File: src/rtl/fetch_pkg.sv
// Shared state encoding and default widths for the instruction fetch stage.
package fetch_pkg;

  localparam int unsigned DEF_ADDR_W    = 32;
  localparam int unsigned DEF_DATA_W    = 32;
  localparam int unsigned DEF_BUF_DEPTH = 2;

  typedef enum logic [1:0] {
    ST_IDLE   = 2'd0,
    ST_RUN    = 2'd1,
    ST_SQUASH = 2'd2
  } fetch_state_e;

endpackage

File: src/rtl/instruction_fetch_stage_if.sv
// Generator/memory/decoder signals of the fetch stage.
// FETCH_STATS_EN adds the stall/bubble statistics counters.
interface instruction_fetch_stage_if
  import fetch_pkg::*;
#(
  parameter int unsigned ADDR_W = DEF_ADDR_W,
  parameter int unsigned DATA_W = DEF_DATA_W
) ();

  logic [ADDR_W-1:0] PC;
  logic              flush;
  logic              mem_req;
  logic [ADDR_W-1:0] mem_addr;
  logic              mem_ready;
  logic              mem_rvalid;
  logic [DATA_W-1:0] mem_rdata;
  logic              PC_enable;
  logic [DATA_W-1:0] IR;
  logic [ADDR_W-1:0] IR_PC;
  logic              IR_valid;
  logic              dec_ready;
`ifdef FETCH_STATS_EN
  logic [31:0]       stall_cnt;
  logic [31:0]       bubble_cnt;
`endif

  // Fetch stage side.
  modport master (
    input  PC, flush, mem_ready, mem_rvalid, mem_rdata, dec_ready,
`ifdef FETCH_STATS_EN
    output stall_cnt, bubble_cnt,
`endif
    output mem_req, mem_addr, PC_enable, IR, IR_PC, IR_valid
  );

  // Generator, memory and decoder side.
  modport slave (
    output PC, flush, mem_ready, mem_rvalid, mem_rdata, dec_ready,
`ifdef FETCH_STATS_EN
    input  stall_cnt, bubble_cnt,
`endif
    input  mem_req, mem_addr, PC_enable, IR, IR_PC, IR_valid
  );

endinterface

File: src/rtl/fetch_skid_buffer.sv
// In-order FIFO holding fetched instructions with their addresses.
// Clear wins over push/pop; push while full is allowed only alongside a pop.
module fetch_skid_buffer
  import fetch_pkg::*;
#(
  parameter  int unsigned DATA_W = DEF_DATA_W,
  parameter  int unsigned ADDR_W = DEF_ADDR_W,
  parameter  int unsigned DEPTH  = DEF_BUF_DEPTH,
  localparam int unsigned PTR_W  = $clog2(DEPTH),
  localparam int unsigned CNT_W  = $clog2(DEPTH) + 1
) (
  input  logic              Clock,
  input  logic              Reset,
  input  logic              push,
  input  logic [DATA_W-1:0] push_data,
  input  logic [ADDR_W-1:0] push_addr,
  input  logic              pop,
  input  logic              clear,
  output logic [CNT_W-1:0]  count,
  output logic              head_valid,
  output logic [DATA_W-1:0] head_data,
  output logic [ADDR_W-1:0] head_addr
);

  logic [DATA_W-1:0] data_q [DEPTH];
  logic [ADDR_W-1:0] addr_q [DEPTH];
  logic [PTR_W-1:0]  wr_ptr_q;
  logic [PTR_W-1:0]  rd_ptr_q;
  logic [CNT_W-1:0]  count_q;
  logic              do_push;
  logic              do_pop;

  assign do_pop  = pop & (count_q != '0);
  assign do_push = push & ((count_q != CNT_W'(DEPTH)) | do_pop);

  // Pointers wrap naturally because DEPTH is a power of two.
  always_ff @(posedge Clock or posedge Reset) begin
    if (Reset) begin
      wr_ptr_q <= '0;
      rd_ptr_q <= '0;
      count_q  <= '0;
      for (int i = 0; i < int'(DEPTH); i++) begin
        data_q[i] <= '0;
        addr_q[i] <= '0;
      end
    end else if (clear) begin
      wr_ptr_q <= '0;
      rd_ptr_q <= '0;
      count_q  <= '0;
    end else begin
      if (do_push) begin
        data_q[wr_ptr_q] <= push_data;
        addr_q[wr_ptr_q] <= push_addr;
        wr_ptr_q         <= wr_ptr_q + PTR_W'(1);
      end
      if (do_pop) begin
        rd_ptr_q <= rd_ptr_q + PTR_W'(1);
      end
      count_q <= count_q + CNT_W'(do_push) - CNT_W'(do_pop);
    end
  end

  assign count      = count_q;
  assign head_valid = (count_q != '0);
  assign head_data  = data_q[rd_ptr_q];
  assign head_addr  = addr_q[rd_ptr_q];

endmodule

File: src/rtl/instruction_fetch_stage.sv
// Fetch stage: issues one outstanding fetch at a time, buffers responses and
// squashes in-flight fetches on redirect. FETCH_STATS_EN adds stall/bubble counters.
module instruction_fetch_stage
  import fetch_pkg::*;
#(
  parameter int unsigned ADDR_W    = DEF_ADDR_W,
  parameter int unsigned DATA_W    = DEF_DATA_W,
  parameter int unsigned BUF_DEPTH = DEF_BUF_DEPTH
) (
  input  logic                       Clock,
  input  logic                       Reset,
  instruction_fetch_stage_if.master  bus
);

  localparam int unsigned CNT_W = $clog2(BUF_DEPTH) + 1;
  localparam int unsigned CMP_W = CNT_W + 1;

  fetch_state_e      state_q;
  logic              outstanding_q;
  logic [ADDR_W-1:0] inflight_addr_q;
  logic [CNT_W-1:0]  buf_count;
  logic              head_valid;
  logic [DATA_W-1:0] head_data;
  logic [ADDR_W-1:0] head_addr;
  logic              pop_c;
  logic              push_c;
  logic              req_c;
  logic              accept_c;

  // Request only if the reply is guaranteed a free slot after this cycle's pop.
  always_comb begin
    pop_c  = head_valid & bus.dec_ready;
    push_c = (state_q == ST_RUN) & bus.mem_rvalid & outstanding_q & ~bus.flush;
    req_c  = 1'b0;
    if ((state_q == ST_RUN) && !bus.flush && (!outstanding_q || bus.mem_rvalid)) begin
      req_c = (CMP_W'(buf_count) + CMP_W'(outstanding_q)) <
              (CMP_W'(BUF_DEPTH) + CMP_W'(pop_c));
    end
    accept_c = req_c & bus.mem_ready;
  end

  assign bus.mem_req   = req_c;
  assign bus.mem_addr  = bus.PC;
  assign bus.PC_enable = accept_c;

  // State machine and outstanding-request tracking.
  always_ff @(posedge Clock or posedge Reset) begin
    if (Reset) begin
      state_q         <= ST_IDLE;
      outstanding_q   <= 1'b0;
      inflight_addr_q <= '0;
    end else begin
      unique case (state_q)
        ST_IDLE:   state_q <= ST_RUN;
        ST_RUN:    state_q <= ST_RUN;
        ST_SQUASH: if (bus.mem_rvalid) state_q <= ST_RUN;
        default:   state_q <= ST_IDLE;
      endcase
      if (bus.flush) begin
        state_q       <= (outstanding_q && !bus.mem_rvalid) ? ST_SQUASH : ST_RUN;
        outstanding_q <= outstanding_q & ~bus.mem_rvalid;
      end else if (accept_c) begin
        outstanding_q   <= 1'b1;
        inflight_addr_q <= bus.mem_addr;
      end else if (bus.mem_rvalid) begin
        outstanding_q <= 1'b0;
      end
    end
  end

  fetch_skid_buffer #(
    .DATA_W (DATA_W),
    .ADDR_W (ADDR_W),
    .DEPTH  (BUF_DEPTH)
  ) u_buf (
    .Clock      (Clock),
    .Reset      (Reset),
    .push       (push_c),
    .push_data  (bus.mem_rdata),
    .push_addr  (inflight_addr_q),
    .pop        (pop_c),
    .clear      (bus.flush),
    .count      (buf_count),
    .head_valid (head_valid),
    .head_data  (head_data),
    .head_addr  (head_addr)
  );

  assign bus.IR       = head_data;
  assign bus.IR_PC    = head_addr;
  assign bus.IR_valid = head_valid;

`ifdef FETCH_STATS_EN
  logic [31:0] stall_cnt_q;
  logic [31:0] bubble_cnt_q;

  // Saturating decoder stall and fetch bubble counters.
  always_ff @(posedge Clock or posedge Reset) begin
    if (Reset) begin
      stall_cnt_q  <= '0;
      bubble_cnt_q <= '0;
    end else begin
      if (head_valid && !bus.dec_ready && (stall_cnt_q != '1)) begin
        stall_cnt_q <= stall_cnt_q + 32'd1;
      end
      if (bus.dec_ready && !head_valid && (state_q == ST_RUN) && (bubble_cnt_q != '1)) begin
        bubble_cnt_q <= bubble_cnt_q + 32'd1;
      end
    end
  end

  assign bus.stall_cnt  = stall_cnt_q;
  assign bus.bubble_cnt = bubble_cnt_q;
`endif

endmodule
File: src/flat_wrapper.sv
// flat-port wrapper written by rule: the top's interface ports become plain ports
module instruction_fetch_stage_flat import fetch_pkg::*;
#(
  parameter int unsigned ADDR_W    = DEF_ADDR_W,
  parameter int unsigned DATA_W    = DEF_DATA_W,
  parameter int unsigned BUF_DEPTH = DEF_BUF_DEPTH
)
  (Clock, Reset, bus_PC, bus_flush, bus_mem_ready, bus_mem_rvalid, bus_mem_rdata, bus_dec_ready, bus_mem_req, bus_mem_addr, bus_PC_enable, bus_IR, bus_IR_PC, bus_IR_valid);
  instruction_fetch_stage_if #(.ADDR_W(ADDR_W), .DATA_W(DATA_W)) bus_i ();
  input  logic Clock;
  input  logic Reset;
  input wire logic [$bits(bus_i.PC)-1:0] bus_PC;
  input wire logic [$bits(bus_i.flush)-1:0] bus_flush;
  input wire logic [$bits(bus_i.mem_ready)-1:0] bus_mem_ready;
  input wire logic [$bits(bus_i.mem_rvalid)-1:0] bus_mem_rvalid;
  input wire logic [$bits(bus_i.mem_rdata)-1:0] bus_mem_rdata;
  input wire logic [$bits(bus_i.dec_ready)-1:0] bus_dec_ready;
  output wire logic [$bits(bus_i.mem_req)-1:0] bus_mem_req;
  output wire logic [$bits(bus_i.mem_addr)-1:0] bus_mem_addr;
  output wire logic [$bits(bus_i.PC_enable)-1:0] bus_PC_enable;
  output wire logic [$bits(bus_i.IR)-1:0] bus_IR;
  output wire logic [$bits(bus_i.IR_PC)-1:0] bus_IR_PC;
  output wire logic [$bits(bus_i.IR_valid)-1:0] bus_IR_valid;
  assign bus_i.PC = bus_PC;
  assign bus_i.flush = bus_flush;
  assign bus_i.mem_ready = bus_mem_ready;
  assign bus_i.mem_rvalid = bus_mem_rvalid;
  assign bus_i.mem_rdata = bus_mem_rdata;
  assign bus_i.dec_ready = bus_dec_ready;
  assign bus_mem_req = bus_i.mem_req;
  assign bus_mem_addr = bus_i.mem_addr;
  assign bus_PC_enable = bus_i.PC_enable;
  assign bus_IR = bus_i.IR;
  assign bus_IR_PC = bus_i.IR_PC;
  assign bus_IR_valid = bus_i.IR_valid;
  instruction_fetch_stage #(.ADDR_W(ADDR_W), .DATA_W(DATA_W), .BUF_DEPTH(BUF_DEPTH)) u_core (.Clock(Clock), .Reset(Reset), .bus(bus_i));
endmodule
File: config.mk
export PLATFORM = sky130hd
export DESIGN_NAME = instruction_fetch_stage_flat
export DESIGN_NICKNAME = d
export VERILOG_FILES = /design/src/rtl/fetch_pkg.sv /design/src/rtl/instruction_fetch_stage_if.sv /design/src/rtl/fetch_skid_buffer.sv /design/src/rtl/instruction_fetch_stage.sv /design/src/flat_wrapper.sv
export SDC_FILE = /design/constraint.sdc
export NUM_CORES = 1
export LEC_CHECK = 0
export CORE_MARGIN = 2
export CORE_UTILIZATION = 30
export CTS_BUF_LIST = sky130_fd_sc_hd__clkbuf_8
export DETAILED_ROUTE_END_ITERATION = 12
export PLACE_DENSITY = 0.5
export SETUP_SLACK_MARGIN = 0.3
export SLEW_MARGIN = 0
export SYNTH_ARGS = -nofsm -noshare
export SYNTH_HDL_FRONTEND = slang
export SYNTH_SLANG_ARGS = --single-unit
File: constraint.sdc
create_clock -name Clock -period 6.3 [get_ports Clock]
set_input_delay 1.26 -clock Clock [delete_from_list [all_inputs] [get_ports Clock]]
set_output_delay 1.26 -clock Clock [all_outputs]
set_load 0.005 [all_outputs]
# ---- Word level (Yosys, flattened, before mapping)
# Index checks and enable logic that the tools add are counted.
# W data, S select, Z words.
dict set report totals {
  regBits 167
  inputBits 70
}
dict set report classes {
  n_addsub 6
  n_lt_le_gt_ge 4
  n_eq_ne 4
  n_mux 23
  bitwise 13
  reduce_logical 16
}
# cell count
set ops {}
lappend ops {{$mux W32} 7}
lappend ops {{$bwmux W64} 2}
lappend ops {{$demux W32 S1} 1}
lappend ops {{$and A1 B1 Y1} 8}
lappend ops {{$mux W1} 8}
lappend ops {{$mux W2} 4}
lappend ops {{$reduce_bool A2 Y1} 3}
lappend ops {{$ge A2 B2 Y1 const B} 2}
lappend ops {{$logic_and A1 B1 Y1} 4}
lappend ops {{$not A1 Y2} 2}
lappend ops {{$pmux W2 S2} 1}
lappend ops {{$reduce_and A2 Y1} 2}
lappend ops {{$add A2 B1 Y3} 1}
lappend ops {{$add A2 B1 Y3 const A} 1}
lappend ops {{$logic_not A1 Y1} 3}
lappend ops {{$lt A3 B3 Y1} 1}
lappend ops {{$ne A3 B3 Y1 const B} 1}
lappend ops {{$reduce_bool A3 Y1} 1}
lappend ops {{$add A1 B1 Y1 const B} 2}
lappend ops {{$add A2 B1 Y2} 1}
lappend ops {{$eq A2 B1 Y1 const B} 1}
lappend ops {{$eq A2 B2 Y1 const B} 1}
lappend ops {{$logic_not A2 Y1} 1}
lappend ops {{$lt A2 B1 Y1 const B} 1}
lappend ops {{6 further kinds} 7}

# ---- Depth between registers and ports, before layout
# Gate-level depths: netlist of run 1.
dict set report depth {
  ltp_word 8
  depth_mapped 7
  ltp_nobuf 7
}

# ---- Cells and area by module
# Synthesis of run 1 repeated with hierarchy kept, for this count alone.
dict set report hier_totals {
  hier_cells 485
  area_unflattened_um2 7633.6
}
# mod seq_area_each_um2 cells_per_inst n_inst area_per_inst_um2
set modules_own_cells {}
lappend modules_own_cells {fetch_skid_buffer 3303.2 365 1 5979.5}
lappend modules_own_cells {instruction_fetch_stage 875.8 120 1 1654.1}

# ---- Least setup slack after synthesis of run 1
# No wires, ideal clock.
dict set report synth_path {
  path_kind {input port to output port}
  from {input bus_flush}
  to {output bus_PC_enable}
  path_slack_ns 2.745
  path_stages 5
  required_time_ns 5.040
  arrival_time_ns 2.295
  path_cell_list {or3b_1 > nor4b_1 > nand2_1 > clkinv_1 > buf_4}
}
dict set report synth_between {
  elab_chain_cells 5
}
# element line_no
set synth_lines {}
lappend synth_lines {{from (decl)} flat_wrapper.sv:13} ;# input wire logic [$bits(bus_i.flush)-1:0] bus_flush;
lappend synth_lines {{$logic_not A1 Y1} instruction_fetch_stage.sv:35} ;# if ((state_q == ST_RUN) && !bus.flush && (!outstanding_q || bus.mem_rvalid)) begin
lappend synth_lines {{$logic_and A1 B1 Y1 (2 in a row)} instruction_fetch_stage.sv:35}
lappend synth_lines {{$mux W1} instruction_fetch_stage.sv:35}
lappend synth_lines {{$and A1 B1 Y1} instruction_fetch_stage.sv:39} ;# accept_c = req_c & bus.mem_ready;
lappend synth_lines {{to (decl)} flat_wrapper.sv:20} ;# output wire logic [$bits(bus_i.PC_enable)-1:0] bus_PC_enable;
# No other way between the ends.

# ---- Worst setup path after layout of run 1
# Same ends and word-level chain as after synthesis.

==> reports/metrics.yaml, run 1 <==
routing:
  routed_wirelength_um: 16530
  drc: 0
  vias_per_cell: 4.521
  detail-route-antenna-nets: 0
  drt_iter0_drc: 140
  dr.pass1.iters: 5
  wire_per_inst_um: 17.23
  num_vias: 4336
clocking:
  clock_path_buffers: 2
  clock_latency_ns: 0.47
  root_buffer: "clkbuf_8"
  clk_pin_slew_ns: 0.10
  postCtsSetupRepairBufs: 0
  ctsHoldBuffers: 0
  tritoncts: "done"
  cts.htree.levels: 4
  cts.repair.resized: 0
  clock_sinks: 167
  cts_buffers: 17
sta:
  tns_ns: 0
  setup-violations-final: 0
  period_minus_slack_ns: 4.569
  drv_slew: 0
  maxSlewHeadroom_pct: 30.47
  hold_viol: 0
  tightest_slew_ns: 1.043
  fmax_ghz: 0.2189
  finalCritPeriodShare_pct: 72.53
  grt_setup_unrepaired: "false"
  skew_ns: 0.01843
critical_path:
  cp_common_cell: "clkdlybuf4s50_1"
  worstPathMaxFanout: 8
  cp.required_ns: 5.04
  reg2reg_setup_slack_ns: 3.59
  critPathSlowestCell: "clkdlybuf4s50_1"
  cpPeakStageDelay_ns: 0.55
  reg2reg_from: "u_core.state_q[1]"
  critPathLaunch: "bus_flush"
  crit_chain: "clkdlybuf4s50_1 -> or3b_1 -> nor4b_1 -> nand2_1 -> inv_2 -> clkdlybuf4s50_1"
  critPathKind: "primary input to output port"
  cp.arrival_ns: 3.31
  worst_setup_path_start_kind: "primary input"
  end_kind: "output port"
cells_and_area:
  syn2layout_area_growth_pct: 28.34
  nets: 696
  final_area_um2: 9492
  diodes: 0
  drive_gt1_share_pct: 41.10
  nFillCells: 2313
power:
  p_leak_uw: 0.004107
  finalPower_uw: 4094
  vdd_drop_max_mv: 0.1503
  cellPowerDensity_nw_per_um2: 431.4
floorplanning:
  die_area_um2: 25920
  die_y_um: 161.0
  num_rows: 57
  start_util_pct: 30.50
  core-area_um2: 24250
  die_x_um: 161.0
  ios: 169
job:
  cap_viol_max_count: 0
synthesis:
  syn_area_um2: 7396
  synth_flop_cell: "dfrtp_1"
  synth.avg_cell_area_um2: 15.38
  netlist_instances: 481
  synth_most_common_cell: "mux2_2"
  synth_edf_count: 0
  ys_seq_area_share_pct: 56.50
  async_flop_share_pct: 100.0
  syn_nets: 555
  yosys-top-cells-count: "mux2_2, dfrtp_1, buf_4"
  synth_top_area_share_pct: 56.50
  post-synth-top-area-cell: "dfrtp_1"
  synth.distinct_cells: 23
  synth-seq-cells: 167
  netlist_top_cells_area: "dfrtp_1, mux2_2, buf_4, buf_6, mux2_1"
  synth-warning-count: 0
worst_hold_path:
  holdCritStartpoint: "u_core.state_q[0]"
  worstHoldPathType: "flop to flop"
place:
  postPlaceCellArea_um2: 9125
  portBuffers: 168
  hpwl_um: 10510
  gp_congestion: 0.7074
global_routing:
  grt_max_degree: 71
  track_usage_pct: 13.21
  antenna_found_initial: 0
  grt_overflow_total: 0
  grt_pass1_vias: 4858
  grt_pass1_wl_um: 26480
outcome:
  status: "finished clean"
state kept, by name, summed over array words and instances, names as in the netlist:
register                cells
u_core.inflight_addr_q     32
u_core.outstanding_q        1
u_core.state_q              2
u_core.u_buf.addr_q        64
u_core.u_buf.count          2
u_core.u_buf.data_q        64
u_core.u_buf.rd_ptr_q       1
u_core.u_buf.wr_ptr_q       1
critical path: cells and delay by family:
kind / cells / cell delay (ns)
buf+inv: 3 / 1.18
simple gates: 3 / 0.87
cell type report:
type                            instances  area [um2]  share of cell area [%]
Multi-Input combinational cell        254        2770                   29.19
Sequential cell                       167        4180                   44.04
Clock inverter                         15       132.6                   1.397
Clock buffer                           17       234.0                   2.465
Timing Repair Buffer                  176        1742                   18.35
Inverter                                6       27.53                  0.2900
Tap cell                              324       405.4                   4.271
final timing paths:
check,to,cells after the start
setup / recovery,bus_PC_enable,6
hold / removal,u_core.state_q[0],1
setup reg to reg,u_core.u_buf.addr_q[51],5
hold reg to reg,u_core.state_q[0],1
max in group asynchronous,u_core.u_buf.rd_ptr_q,3
min in group asynchronous,u_core.u_buf.data_q[33],2
stage by stage:
stage / worst slack [ns] / instances / hold WS, ns / utilization (%)
final: 1.731 / 959 / 0.4883 / 39.14
after global routing: 1.578 / 959 / 0.5045 / 39.14
after CTS: 1.706 / 959 / 0.4895 / 39.14
after floorplan: 0.5216 / 481 / 0.4431 / -
after global placement: 1.751 / 927 / 0.4631 / 37.63
after detailed placement: 1.723 / 927 / 0.4720 / 37.63
cell usage in the layout (no fill, tap or decap), types with 4 or more instances in the layout:
cell type | synthesis | routed
mux2_2 | 214 | 214
clkdlybuf4s50_1 | 0 | 168
dfrtp_1 | 167 | 166
clkbuf_8 | 0 | 17
mux2_1 | 10 | 10
buf_4 | 35 | 8
nor2_1 | 6 | 6
inv_6 | 0 | 6
inv_1 | 5 | 4
ha_1 | 4 | 4
clkinvlp_4 | 0 | 4
inv_8 | 0 | 4
kinds of logic after synthesis:
group	Yosys count	share of synthesized area [%]
mux	224	34.11
flops	167	56.50
buf+inv	60	6.040
simple gates	17	1.641
compound gates	5	0.5584
xor+xnor	4	0.4738
fa+ha+maj	4	0.6767
per-layer routing:
layer  vias to the layer above  part of all wire (%)  track usage, %
li1                       1956                     -               -
met1                      2259                    44           16.26
met2                       106                    50           22.69
met3                        15                   4.2           3.467
met4                         0                   1.3           4.261
met5                         -                     0               0
power breakdown:
part / internal [uW] / switching (uW)
clock network: 288 / 443
registers: 1490 / 266
logic: 1110 / 499
(Power assumes the default switching activity.)
==> run 2: changes to the inputs <==
==> constraint.sdc (replaced) <==
create_clock -name Clock -period 4.5 [get_ports Clock]
set_input_delay 0.9 -clock Clock [delete_from_list [all_inputs] [get_ports Clock]]
set_output_delay 0.9 -clock Clock [all_outputs]
set_load 0.005 [all_outputs]
==> run 2 against run 1 <==
Effect of this change:
- register-to-register slack lost 1.5 ns
- cell area increased by 1.3%
- sequential power grew 39%
- via count down 0.51%
- sequential share of layout area down 0.58 points
- global-route usage decreased by 0.25 points
- wire length fell by 1.7%
- non-clock buffer count is the same
- die area unchanged
- first-iteration DRC count down 22%
- combinational power increased by 42%
- largest cell class unchanged
- highest routed layer unchanged
==> reports/metrics.yaml, run 2 (synthesis results as in run 1) <==
outcome:
  status: "finished clean"
floorplanning:
  start_util_pct: 30.50  # unchanged
  die_x_um: 161.0  # unchanged
  ios: 169  # unchanged
  core-area_um2: 24250  # unchanged
  num_rows: 57  # unchanged
  die_area_um2: 25920  # unchanged
  die_y_um: 161.0  # unchanged
sta:
  grt_setup_unrepaired: "false"
  drv_slew: 0  # unchanged
  setup-violations-final: 0  # unchanged
  period_minus_slack_ns: 3.859
  finalCritPeriodShare_pct: 85.75
  maxSlewHeadroom_pct: 39.91  # +9.4 points
  skew_ns: 0.01631  # -0.002122 ns
  setup_slack_ns: 0.6412  # -1.090 ns
  fmax_ghz: 0.2591
  tightest_slew_ns: 0.8995  # -0.1434 ns
  tns_ns: 0  # unchanged
  hold_viol: 0  # unchanged
cells_and_area:
  diodes: 0  # unchanged
  syn2layout_area_growth_pct: 30.05
  drive_gt1_share_pct: 40.94  # -0.16 points
  nets: 696  # unchanged
  largest_registers: "u_core.u_buf.addr_q x64, u_core.u_buf.data_q x64, u_core.inflight_addr_q x32"
  finalCoreUtilization_pct: 39.66  # +0.52 points
  final_cell_mix: "mux2_2, clkdlybuf4s50_1, dfrtp_1"
  final_cells: 959  # unchanged
  final_common_cell: "mux2_2"
critical_path:
  critPathSlowestCell: "clkdlybuf4s50_1"
  critPathKind: "primary input to output port"
  reg2reg_setup_slack_ns: 2.04  # -1.55 ns
  worst_setup_path_start_kind: "primary input"
  worstPathMaxFanout: 8  # unchanged
  cp.arrival_ns: 2.96  # -0.35 ns
  cpPeakStageDelay_ns: 0.53  # -0.02 ns
  ff2ff_path_depth: 7  # +2
  crit_chain: "clkdlybuf4s50_1 -> or3b_1 -> nor4b_1 -> nand2_1 -> clkinv_1 -> clkdlybuf4s50_1"
  end_kind: "output port"
  cp.required_ns: 3.60  # -1.44 ns
  cp_common_cell: "clkdlybuf4s50_1"
global_routing:
  grt_pass1_vias: 4867  # +0.19%
  track_usage_pct: 12.97  # -0.25 points
  grt_overflow_total: 0  # unchanged
  grt_pass1_wl_um: 26080  # -1.5%
  grt_max_degree: 76  # +7.0%
  antenna_found_initial: 0  # unchanged
place:
  gp_congestion: 0.6548  # -7.4%
  portBuffers: 168  # unchanged
  pre_cts_ws_ns: 0.6312  # -1.092 ns
  place_inst: 927  # unchanged
  hpwl_um: 10470  # -0.46%
routing:
  wire_per_inst_um: 16.94  # -1.7%
  top_layer: "met4"
  dr.pass1.iters: 4  # -1
  vias_per_cell: 4.498  # -0.51%
  wl_met1_um: 7052  # -3.2%
  num_vias: 4314  # -0.51%
  wl_met3_um: 855  # +22%
  drt_iter0_drc: 109  # -22%
  wl_met2_um: 8157  # -2.0%
  detail-route-antenna-nets: 0  # unchanged
  routed_wirelength_um: 16250  # -1.7%
  drc: 0  # unchanged
power:
  vdd_drop_max_mv: 0.2555  # +70%
  p_leak_uw: 0.004154  # +1.1%
  cellPowerDensity_nw_per_um2: 615.5  # +43%
  finalPower_uw: 5919  # +45%
clocking:
  clock_sinks: 167  # unchanged
  cts.repair.resized: 0  # unchanged
  ctsHoldBuffers: 0  # unchanged
  postCtsSetupRepairBufs: 0  # unchanged
  cts.htree.levels: 4  # unchanged
  clock_path_buffers: 2  # unchanged
  clock_latency_ns: 0.45  # -0.02 ns
  root_buffer: "clkbuf_8"
  cts_buffers: 17  # unchanged
  tritoncts: "done"
  clk_pin_slew_ns: 0.10  # about the same
job:
  cap_viol_max_count: 0  # unchanged
worst_hold_path:
  worstHoldPathCells: 1  # unchanged
  worstHoldPathType: "flop to flop"
run 2: changes by cell type in the layout (fill, tap and decap cells not counted), sizes merged:
cell,delta
bufinv,+3
inv,-2
clkinvlp,-1
run 2: metrics by stage:
step | hold WS [ns] | instance area [um2]
3_5_place_dp | 0.4714 | 9174
3_3_place_gp | 0.4626 | 9174
6_report | 0.4820 | 9618
2_1_floorplan | 0.4431 | 7400
4_1_cts | 0.4868 | 9618
5_1_grt | 0.5149 | 9618
run 2: worst max-delay path: cells and delay by family:
| kind | cells | cell delay [ns] |
|---|---|---|
| buffers and inverters | 3 | 1.21 |
| and+or+nand+nor | 3 | 0.85 |
run 2: worst paths after layout:
kind | startpoint | to
worst max-delay path | bus_flush | bus_PC_enable
worst min-delay path | u_core.state_q[0] | u_core.state_q[0]
worst max register to register | u_core.u_buf.count[0] | u_core.inflight_addr_q[21]
worst min register to register | u_core.state_q[0] | u_core.state_q[0]
max in group asynchronous | Reset | u_core.u_buf.rd_ptr_q
min in group asynchronous | Reset | u_core.u_buf.addr_q[48]
run 2: layer usage:
layer,vias to the layer above,global-route usage (%)
li1,1947,-
met3,12,4.032
met1,2253,15.51
met5,-,0
met2,102,22.43
met4,0,3.937
run 2: where the power goes:
part / total (uW) / leakage [uW] / switching [uW] / internal (uW)
Combinational: 2270 / 0.00182 / 713 / 1560
Sequential: 2450 / 0.00211 / 358 / 2090
Clock: 1200 / 0.000219 / 624 / 578
Total: 5920 / 0.00415 / 1690 / 4220
run 2: layout make-up:
cell class                 count  area, um2
timing repair buffer         176       1792
tap                          324      405.4
fill                        2264      14630
multi-input combinational    254       2770
clock inverter                15      210.2
sequential                   167       4180
clock buffer                  17      234.0
inverter                       6      26.28
==> run 3: changes to the inputs <==
--- a/config.mk
+++ b/config.mk
@@ -6,12 +6,12 @@
 export NUM_CORES = 1
 export LEC_CHECK = 0
 export CORE_MARGIN = 2
-export CORE_UTILIZATION = 30
+export CORE_UTILIZATION = 52
 export CTS_BUF_LIST = sky130_fd_sc_hd__clkbuf_8
 export DETAILED_ROUTE_END_ITERATION = 12
-export PLACE_DENSITY = 0.5
+export PLACE_DENSITY = 0.8
 export SETUP_SLACK_MARGIN = 0.3
-export SLEW_MARGIN = 0
+export SLEW_MARGIN = 20
 export SYNTH_ARGS = -nofsm -noshare
 export SYNTH_HDL_FRONTEND = slang
 export SYNTH_SLANG_ARGS = --single-unit
==> run 3 against run 2 <==
Effect of this change:
- register-to-register slack got worse by 0.02 ns
- sequential cell count did not move
- die area fell by 41%
- critical path type unchanged
==> reports/metrics.yaml, run 3 (synthesis results as in run 1) <==
clocking:
  ctsHoldBuffers: 0  # unchanged
  clk_pin_slew_ns: 0.08  # -0.02 ns
  cts_buffers: 17  # unchanged
  clock_sinks: 167  # unchanged
  cts.htree.levels: 4  # unchanged
  cts.repair.resized: 0  # unchanged
  tritoncts: "done"
  clock_path_buffers: 2  # unchanged
  root_buffer: "clkbuf_8"
  postCtsSetupRepairBufs: 0  # unchanged
  clock_latency_ns: 0.44  # about the same
place:
  place_inst: 783  # -16%
  hpwl_um: 9612  # -8.2%
  portBuffers: 168  # unchanged
  gp_congestion: 0.7389  # +13%
sta:
  timing.hold.ws_ns: 0.4876  # +0.005604 ns
  drv_slew: 0  # unchanged
  tns_ns: 0  # unchanged
  grt_setup_unrepaired: "false"
  maxSlewHeadroom_pct: 39.77  # -0.14 points
  period_minus_slack_ns: 3.905  # +0.04660 ns
  setup-violations-final: 0  # unchanged
  fmax_ghz: 0.2561  # -1.2%
  tightest_slew_ns: 0.9034  # +0.003925 ns
  hold_viol: 0  # unchanged
  skew_ns: 0.009077  # -0.007229 ns
  finalCritPeriodShare_pct: 86.79  # +1.0 points
power:
  switchingPower_uw: 1574  # -7.1%
  cellPowerDensity_nw_per_um2: 623.4  # +1.3%
  combPwrFrac_pct: 39.0  # +0.7 points
  clkPwrFrac_pct: 19.8  # -0.5 points
  p_leak_uw: 0.004165  # +0.25%
  vdd_drop_max_mv: 0.3312  # +30%
  internal_power_uw: 4301  # +1.8%
  p_sw_share_pct: 26.79  # -1.8 points
  seqPwrFrac_pct: 41.2  # -0.2 points
critical_path:
  crit_chain: "clkdlybuf4s50_1 -> or3b_1 -> nor4b_1 -> nand2_1 -> clkinv_1 -> clkdlybuf4s50_1"
  worstPathMaxFanout: 8  # unchanged
  reg2reg_setup_slack_ns: 2.02  # -0.02 ns
  cp_common_cell: "clkdlybuf4s50_1"
  critPathKind: "primary input to output port"
  end_kind: "output port"
  cp.required_ns: 3.60  # about the same
  cpPeakStageDelay_ns: 0.54  # about the same
  critPathSlowestCell: "clkdlybuf4s50_1"
  cp.arrival_ns: 3.01  # +0.05 ns
  worst_setup_path_start_kind: "primary input"
routing:
  detail-route-antenna-nets: 0  # unchanged
  wire_per_inst_um: 18.07  # +6.6%
  num_vias: 4272  # -0.97%
  wl_met2_um: 7469  # -8.4%
  drc: 0  # unchanged
  drt_iter0_drc: 212  # +94%
  top_layer: "met4"
  routed_wirelength_um: 14730  # -9.4%
  dr.pass1.iters: 4  # unchanged
  wl_met3_um: 821  # -4.0%
  wl_met1_um: 6200  # -12%
  vias_per_cell: 5.242  # +17%
floorplanning:
  die_y_um: 123.3  # -23%
  die_x_um: 123.3  # -23%
  ios: 169  # unchanged
  start_util_pct: 53.28  # +23 points
  core-area_um2: 13880  # -43%
  die_area_um2: 15190  # -41%
  num_rows: 43  # -25%
cells_and_area:
  drive_gt1_share_pct: 40.31  # -0.63 points
  nFillCells: 980  # -57%
  final_common_cell: "mux2_2"
  largest_registers: "u_core.u_buf.addr_q x64, u_core.u_buf.data_q x64, u_core.inflight_addr_q x32"
  final_cells: 815  # -15%
  nets: 696  # unchanged
  final_cell_mix: "mux2_2, clkdlybuf4s50_1, dfrtp_1"
  finalCoreUtilization_pct: 67.90  # +28 points
  syn2layout_area_growth_pct: 27.44
  diodes: 0  # unchanged
global_routing:
  grt_pass1_wl_um: 23540  # -9.8%
  track_usage_pct: 20.47  # +7.5 points
  grt_overflow_total: 0  # unchanged
  grt_pass1_vias: 4628  # -4.9%
  antenna_found_initial: 0  # unchanged
  grt_max_degree: 168  # +120%
worst_hold_path:
  worstHoldPathType: "flop to flop"
outcome:
  status: "finished clean"
job:
  cap_viol_max_count: 0  # unchanged
-- run 3: worst paths after layout --
kind	from	cells after the start	end
min in group asynchronous	Reset	3	u_core.u_buf.data_q[30]
max reg2reg	u_core.state_q[1]	5	u_core.u_buf.data_q[2]
min	u_core.u_buf.data_q[21]	1	u_core.u_buf.data_q[21]
max in group asynchronous	Reset	3	u_core.u_buf.addr_q[30]
min reg2reg	u_core.u_buf.data_q[21]	1	u_core.u_buf.data_q[21]
max	bus_flush	6	bus_PC_enable
-- run 3: critical path, delay by kind of cell --
family,cells,cell delay [ns]
and+or+nand+nor,3,0.89
buffers and inverters,3,1.20
-- run 3: stage by stage --
step	area (um2)	setup WS [ns]	power (uW)
2_1_floorplan	7400	1.473	3615
3_3_place_gp	8981	0.6791	4649
3_5_place_dp	8981	0.6080	4759
4_1_cts	9425	0.5881	5944
5_1_grt	9425	0.4722	6246
6_report	9425	0.5946	5875
-- run 3: routing by layer --
layer  GRT usage, %  vias up
met5              0        -
met4          7.599        0
met3          5.904       17
met2          34.41      112
met1          25.12     2194
li1               -     1949
-- run 3: power groups by stage --
stage	logic (uW)	clock network (uW)	registers, uW
2_1_floorplan	1280	0	2330
3_3_place_gp	2270	0	2380
3_5_place_dp	2310	0	2450
4_1_cts	2330	1200	2410
5_1_grt	2490	1260	2500
6_report	2290	1160	2420
-- run 3: final cells by class --
| cell class | count | area [um2] | share of cell area [%] |
|---|---|---|---|
| Clock buffer | 21 | 289.0 | 3.067 |
| Multi-Input combinational cell | 254 | 2770 | 29.39 |
| Timing Repair Buffer | 176 | 1779 | 18.88 |
| Inverter | 6 | 26.28 | 0.2788 |
| Clock inverter | 11 | 155.1 | 1.646 |
| Tap cell | 180 | 225.2 | 2.389 |
| Sequential cell | 167 | 4180 | 44.35 |
